### src/rtl/bus_fabric.sv
// bus_fabric: single-master data-bus interconnect.
// Decodes the top address bits to one of NUM_SLAVES slaves and keeps one
// transaction outstanding. Data, ack and retry come back from the routed
// slave only. The fabric adds three responses of its own:
//   - an error response for unmapped addresses,
//   - an error response when a slave does not ack within TIMEOUT cycles,
//   - a retry for a master strobe that overlaps a pending transaction.
module bus_fabric #(
    parameter int                  ADDR_BITS  = 28,
    parameter int                  SEL_BITS   = 2,
    parameter int                  NUM_SLAVES = 4,
    parameter logic [NUM_SLAVES-1:0] SLAVE_MASK = 4'b1101,
    parameter int                  WORD_BITS  = 32,
    parameter int                  TIMEOUT    = 255
) (
    input  logic                            clock,
    input  logic                            reset_n,
    input  logic [ADDR_BITS-1:0]            addr,
    input  logic [WORD_BITS-1:0]            in,
    input  logic [WORD_BITS/8-1:0]          select,
    input  logic                            write,
    input  logic                            strobe,
    output logic [WORD_BITS-1:0]            out,
    output logic                            ack,
    output logic                            retry,
    output logic                            error,
    output logic [ADDR_BITS-SEL_BITS-1:0]   slave_addr,
    output logic [WORD_BITS-1:0]            slave_in,
    output logic [WORD_BITS/8-1:0]          slave_select,
    output logic                            slave_write,
    output logic [NUM_SLAVES-1:0]           slave_strobe,
    input  logic [NUM_SLAVES*WORD_BITS-1:0] slave_out,
    input  logic [NUM_SLAVES-1:0]           slave_ack,
    input  logic [NUM_SLAVES-1:0]           slave_retry,
    output logic [7:0]                      error_count
);

    // Timer only has to count up to TIMEOUT-1.
    localparam int TMR_W = (TIMEOUT > 1) ? $clog2(TIMEOUT) : 1;

    typedef enum logic [1:0] {
        ST_IDLE = 2'd0,
        ST_WAIT = 2'd1,
        ST_ERR  = 2'd2
    } state_t;

    state_t                  state_q, state_d;
    logic [NUM_SLAVES-1:0]   route_q, route_d;
    logic [TMR_W-1:0]        timer_q, timer_d;
    logic [7:0]              err_cnt_q, err_cnt_d;

    logic [SEL_BITS-1:0]     idx;
    logic                    mapped;
    logic [NUM_SLAVES-1:0]   dec_onehot;
    logic                    rt_ack;
    logic                    rt_retry;
    logic [WORD_BITS-1:0]    rt_data;
    logic                    take_req;
    logic                    fwd;
    logic                    ack_c;
    logic                    err_c;
    logic                    retry_c;
    logic [WORD_BITS-1:0]    data_c;

    // Broadcast copies of the master request go to every slave unchanged.
    assign slave_addr   = addr[ADDR_BITS-SEL_BITS-1:0];
    assign slave_in     = in;
    assign slave_select = select;
    assign slave_write  = write;

    assign idx = addr[ADDR_BITS-1 -: SEL_BITS];

    // Address decode: an index beyond NUM_SLAVES or with a clear mask bit is unmapped.
    always_comb begin
        dec_onehot = '0;
        mapped     = 1'b0;
        for (int i = 0; i < NUM_SLAVES; i++) begin
            if (idx == SEL_BITS'(i) && SLAVE_MASK[i]) begin
                dec_onehot[i] = 1'b1;
                mapped        = 1'b1;
            end
        end
    end

    // Only the routed slave is listened to; everything else is masked off.
    always_comb begin
        rt_ack   = |(slave_ack & route_q);
        rt_retry = |(slave_retry & route_q);
        rt_data  = '0;
        for (int i = 0; i < NUM_SLAVES; i++) begin
            if (route_q[i]) begin
                rt_data = rt_data | slave_out[i*WORD_BITS +: WORD_BITS];
            end
        end
    end

    // Next-state and master-side response logic.
    always_comb begin
        state_d   = state_q;
        route_d   = route_q;
        timer_d   = timer_q;
        err_cnt_d = err_cnt_q;
        take_req  = 1'b0;
        fwd       = 1'b0;
        ack_c     = 1'b0;
        err_c     = 1'b0;
        retry_c   = 1'b0;
        data_c    = '0;

        case (state_q)
            ST_IDLE: begin
                take_req = strobe;
            end
            ST_WAIT: begin
                if (rt_ack) begin
                    // Ack has priority over a simultaneous slave retry.
                    ack_c    = 1'b1;
                    data_c   = rt_data;
                    state_d  = ST_IDLE;
                    route_d  = '0;
                    take_req = strobe;
                end else if (rt_retry) begin
                    retry_c = 1'b1;
                    state_d = ST_IDLE;
                    route_d = '0;
                end else begin
                    // Overlapping strobe is bounced; the transaction keeps ageing.
                    retry_c = strobe;
                    if (timer_q == TMR_W'(TIMEOUT - 1)) begin
                        state_d = ST_ERR;
                        route_d = '0;
                    end else begin
                        timer_d = timer_q + TMR_W'(1);
                    end
                end
            end
            ST_ERR: begin
                ack_c     = 1'b1;
                err_c     = 1'b1;
                retry_c   = strobe;
                state_d   = ST_IDLE;
                err_cnt_d = (err_cnt_q == 8'hFF) ? err_cnt_q : err_cnt_q + 8'd1;
            end
            default: begin
                state_d = ST_IDLE;
                route_d = '0;
            end
        endcase

        // A new request is accepted from IDLE or in the same cycle a pending one acks.
        if (take_req) begin
            if (mapped) begin
                fwd     = 1'b1;
                route_d = dec_onehot;
                timer_d = '0;
                state_d = ST_WAIT;
            end else begin
                state_d = ST_ERR;
            end
        end
    end

    // Strobe is suppressed while reset is held even though decode is combinational.
    assign slave_strobe = (fwd && reset_n) ? dec_onehot : '0;
    assign ack          = ack_c;
    assign error        = err_c;
    assign retry        = retry_c;
    assign out          = data_c;
    assign error_count  = err_cnt_q;

    // Transaction state, route, timeout timer and error counter.
    always_ff @(posedge clock or negedge reset_n) begin
        if (!reset_n) begin
            state_q   <= ST_IDLE;
            route_q   <= '0;
            timer_q   <= '0;
            err_cnt_q <= '0;
        end else begin
            state_q   <= state_d;
            route_q   <= route_d;
            timer_q   <= timer_d;
            err_cnt_q <= err_cnt_d;
        end
    end

endmodule
### config.mk
export PLATFORM = sky130hd
export DESIGN_NAME = bus_fabric
export DESIGN_NICKNAME = d
export VERILOG_FILES = /design/src/rtl/bus_fabric.sv
export SDC_FILE = /design/constraint.sdc
export NUM_CORES = 1
export LEC_CHECK = 0
export ABC_AREA = 1
export CAP_MARGIN = 0
export CORE_AREA = 2 2 120 122
export DETAILED_ROUTE_END_ITERATION = 6
export DIE_AREA = 0 0 122 124
export PLACE_DENSITY_LB_ADDON = 0.15
export SLEW_MARGIN = 20
export SYNTH_ARGS = -nofsm -noshare
export SYNTH_HDL_FRONTEND = slang
export SYNTH_SLANG_ARGS = --single-unit
### constraint.sdc
create_clock -name clock -period 4.5 [get_ports clock]
set_input_delay 0.9 -clock clock [delete_from_list [all_inputs] [get_ports clock]]
set_output_delay 0.9 -clock clock [all_outputs]
set_load 0.03 [all_outputs]
* Word level (Yosys, flattened, before mapping)
Cells that the tools add are included.
Operators by class: reductions and logical operators 8, $add $sub $neg 2, eq/ne operators 8, mux-type cells 40, bitwise gates (word level) 6
Operators by type and width (number):
- 32-bit 2-to-1 mux | 6
- 32-bit OR | 3
- 8-bit 2-to-1 mux | 6
- 4-bit 2-to-1 mux | 6
- 8-bit by 1-bit adder with 8-bit output (second input constant) | 2
- 8-bit == test (second input constant) | 2
- 1-bit 2-to-1 mux | 12
- 2-bit 2-to-1 mux | 5
- 4-bit AND | 2
- 4-bit case mux with 2 select lines | 1
- 4-bit OR reduction | 2
- 2-bit == test (second input constant) | 3
- 1-bit case mux with 2 select lines | 3
- 5-bit != test (second input constant) | 1
- 2-bit zero test | 2
- 2-bit case mux with 2 select lines | 1
- 2-bit AND reduction | 2
- 2-bit by 1-bit == test with 1-bit output (second input constant) | 1
- 2-bit != test (second input constant) | 1
- 2-bit OR reduction | 1
- 1-bit logical AND | 1
- 1-bit NOT | 1
Storage, ports and cells: logic and storage cells 68, register bits after elaboration 22, output and inout bits 110

* Depth between registers and ports, before layout
depth after elaboration 9, mapped depth 12

* Least setup slack after synthesis
Ideal clock, no wire load.
kind input to output, start input slave_ack[2], end output retry, arrival time 2163 ps, buffers on the path 1, cell stages on the path 6, slack 1437 ps, path through nand2_2 > nand2_2 > nor2_4 > nand2_2 > buf_6 > a221oi_1
On the way: cells in the longest elaborated chain, start to end 4
RTL lines:
- start: declaration | line 33 | input logic [NUM_SLAVES-1:0] slave_ack,
- 4-bit AND | line 87 | rt_ack = |(slave_ack & route_q);
- 4-bit OR reduction | line 87
- 1-bit 2-to-1 mux | line 115 | if (rt_ack) begin
- 1-bit case mux with 2 select lines | line 110 | case (state_q)
- end: declaration | line 25 | output logic retry,
Every way passes these cells.

* Worst setup path in the final report
start input slave_ack[3], end output slave_strobe[0]
On the way: cells in the longest elaborated chain, start to end 7
RTL lines:
- 4-bit AND | line 87
- 4-bit OR reduction | line 87
- 1-bit 2-to-1 mux | line 115
- 1-bit case mux with 2 select lines | line 110
- 1-bit 2-to-1 mux | line 151 | if (take_req) begin
- 1-bit logical AND | line 164 | assign slave_strobe = (fwd && reset_n) ? dec_onehot : '0;
- 4-bit 2-to-1 mux | line 164
- end: declaration | line 31 | output logic [NUM_SLAVES-1:0] slave_strobe,
Every way passes these cells.

==> impl_metrics.ini <==
[status]
status = completed

[placed_design]
placedInstanceArea_sq_um = 4357
portBuffers = 186
gp_congestion = 0.8084
dp.cells = 684
hpwl_mm = 10.65

[logic_synthesis]
synth_top_family_by_area = buffers and inverters
yosys.area_share.simple_pct = 24.16
synth-main-ff-cell = dfrtp_1
ys_ff_latch = 22
synth_edf_count = 0
synthArstFlopShare_pct = 100.0
synthCells = 394
netlist_area_sq_um = 2791
yosys_warnings = 0
synthXorXnorAreaFrac_pct = 1.883
synth-compound-area-share_pct = 24.25
synthAdderAreaFrac_pct = 3.138
synth_nets = 605
syn-mean-instance-area_sq_um = 7.085
ys_seq_area_share_pct = 19.72
synthMuxAreaShare_pct = 0
synthDistinctLibCells = 32

[cells_and_area]
syn_to_final_growth_pct = 59.26
drive_gt1_share_pct = 6.890
final_nets = 720
diodes = 0
n_fill_cell = 1497
fin_area_sq_um = 4446
final_cell_mix = clkdlybuf4s50_1, nand2_1, nor2_1, inv_1, a221oi_1
layout.cells.most_common = clkdlybuf4s50_1
instances_no_fill = 688

[power]
intPower_mw = 0.8786
peakVddDrop_mv = 0.3260
clockPowerShare_pct = 12.3
power_switching_mw = 0.8163
switching_share_pct = 48.16
p_per_area_nw_per_um2 = 381.3
p_leak_nw = 1.801
p_seq_share_pct = 19.6
p_total_mw = 1.695
pwr-share-comb_pct = 68.1

[global_routing]
grt_pass1_wl_mm = 17.82
antenna_found_initial = 0
grt_max_degree = 35
track_usage_pct = 15.59
grt_pass1_vias = 3031
grt-ovfl-total = 0

[clocking]
cts_tree = done
cts_setup_buffers = 0
numCtsBuffers = 3
clockRootBuffer = clkbuf_16
cts.sinks = 22
ctsHoldBuffers = 0
cts_max_path_buffers = 2
cts_resized = 0
htree_levels = 1
clk_pin_slew_ps = 60
insertion_delay_ps = 250

[detailed_routing]
drtIter0Drc = 85
ant_nets = 0
vias = 3115
remaining_drc_errors = 0
post_drt_wl_per_cell_microns = 18.73
routed_wirelength_mm = 12.89
vias_per_cell = 4.528
firstDrtPassIters = 4

[die]
die_area_sq_um = 15130
design.core.area_sq_um = 13720
initial_core_util_pct = 20.35
die_h_microns = 124
num_rows = 43
die_w_microns = 122
ioPinCount = 314

[critical_path]
end_kind = output port
critPathLaunchType = input port
cp-endpoint = slave_strobe[0]
reg2reg_depth = 9
path_class = input port to output port
r2r-start = route_q[0]
reg2reg_setup_slack_ps = 2610
worst_ep_required_time_ps = 3600
cp_max_fo = 9
arrival_ps = 3010
r2r_end = route_q[2]
startpoint = slave_ack[3]

[sta]
slew_headroom_pct = 54.55
finalHoldViolCount = 0
setup_violations = 0
report.final.slew_viol_count = 0
rsz0062_at_grt = false
finalCritPeriodShare_pct = 86.96
whs_ps = 559.4
fin_worst_skew_ps = 2.737
setup-tns-final_ps = 0
fmax_ghz = 0.2555
layout_min_cycle_time_ps = 3913
tightest_slew_ps = 681.8

[job]
maxCapViolations = 0

[worst_hold_path]
hp-class = register to register
worstHoldStart = error_count[1]
[area by class of cell]
type	count	area, sq um	share of cell area, %
tap	180	225.2	5.066
sequential	22	550.5	12.38
inverter	40	151.4	3.406
multi-input combinational	248	1495	33.63
timing repair buffer	194	1934	43.51
clock buffer	4	88.84	1.998
[per-stage QoR]
stage          worst slack [ps]  utilization (%)
5_1_grt                   464.8            32.40
2_1_floorplan              1437                -
6_report                  586.6            32.40
3_5_place_dp              553.9            31.76
3_3_place_gp              610.7            31.76
4_1_cts                   527.2            32.40
[kinds of logic (layout without fill, tap and decap cells)]
family,after synthesis,in the layout
XOR/XNOR,6,6
flip-flops,22,22
buffers and inverters,124,238
AND/OR/NAND/NOR,150,150
adder cells (fa/ha/maj),7,7
AO/OA/AOI/OAI,84,84
other,1,1
[metal layers]
layer / vias up / track usage [%] / part of all wire (%)
li1: 1500 / - / -
met1: 1467 / 19.13 / 41
met2: 136 / 27.27 / 50
met3: 12 / 5.357 / 8.9
met4: 0 / 1.652 / 0.69
met5: - / 0 / 0
[how the worst min path moves through the flow]
stage                     endpoint  slack [ps]  depth (start not counted)
global placement    error_count[3]         540                          2
global route        error_count[3]         590                          2
finish              error_count[1]         560                          2
detailed placement  error_count[1]         540                          2
floorplan               timer_q[7]         520                          3
CTS                 error_count[1]         570                          2
[power groups by stage]
stage / sequential, mW / clock (mW) / combinational [mW]
after floorplan: 0.307 / 0 / 0.852
after global routing: 0.345 / 0.220 / 1.26
after CTS: 0.337 / 0.215 / 1.17
after global placement: 0.340 / 0 / 1.17
after detailed placement: 0.340 / 0 / 1.17
final: 0.333 / 0.209 / 1.15
[Yosys cell counts (2+ instances only)]
cell	instances	area (sq um)
ha_1	7	87.58
buf_6	5	56.30
nand3_1	15	75.07
nor2_1	51	191.4
inv_1	36	135.1
a21oi_1	6	30.03
xor2_1	3	26.28
o21ai_1	7	35.03
o21ai_0	2	10.01
nor3_1	4	20.02
a221oi_1	33	289.0
inv_2	3	11.26
buf_4	64	480.5
a22o_1	32	280.3
clkbuf_1	14	52.55
xnor2_1	3	26.28
nand2_2	10	62.56
nand2_1	62	232.7
dfrtp_1	22	550.5
nor2_4	3	33.78
[worst max-delay path, cell delays in order]
cell             delay [ps]
clkdlybuf4s50_1         460
nand2_1                  60
nand2_2                 120
inv_1                    50
nand2_2                  90
nand2_4                 110
a21oi_2                 170
nand2_1                 140
nor3_1                  200
clkdlybuf4s50_1         710
[registers in the layout, indices dropped and copies added, names as in the netlist]
register and count:
error_count 8, route_q 4, state_q 2, timer_q 8
No activity file was read; power rests on OpenSTA's default activity.
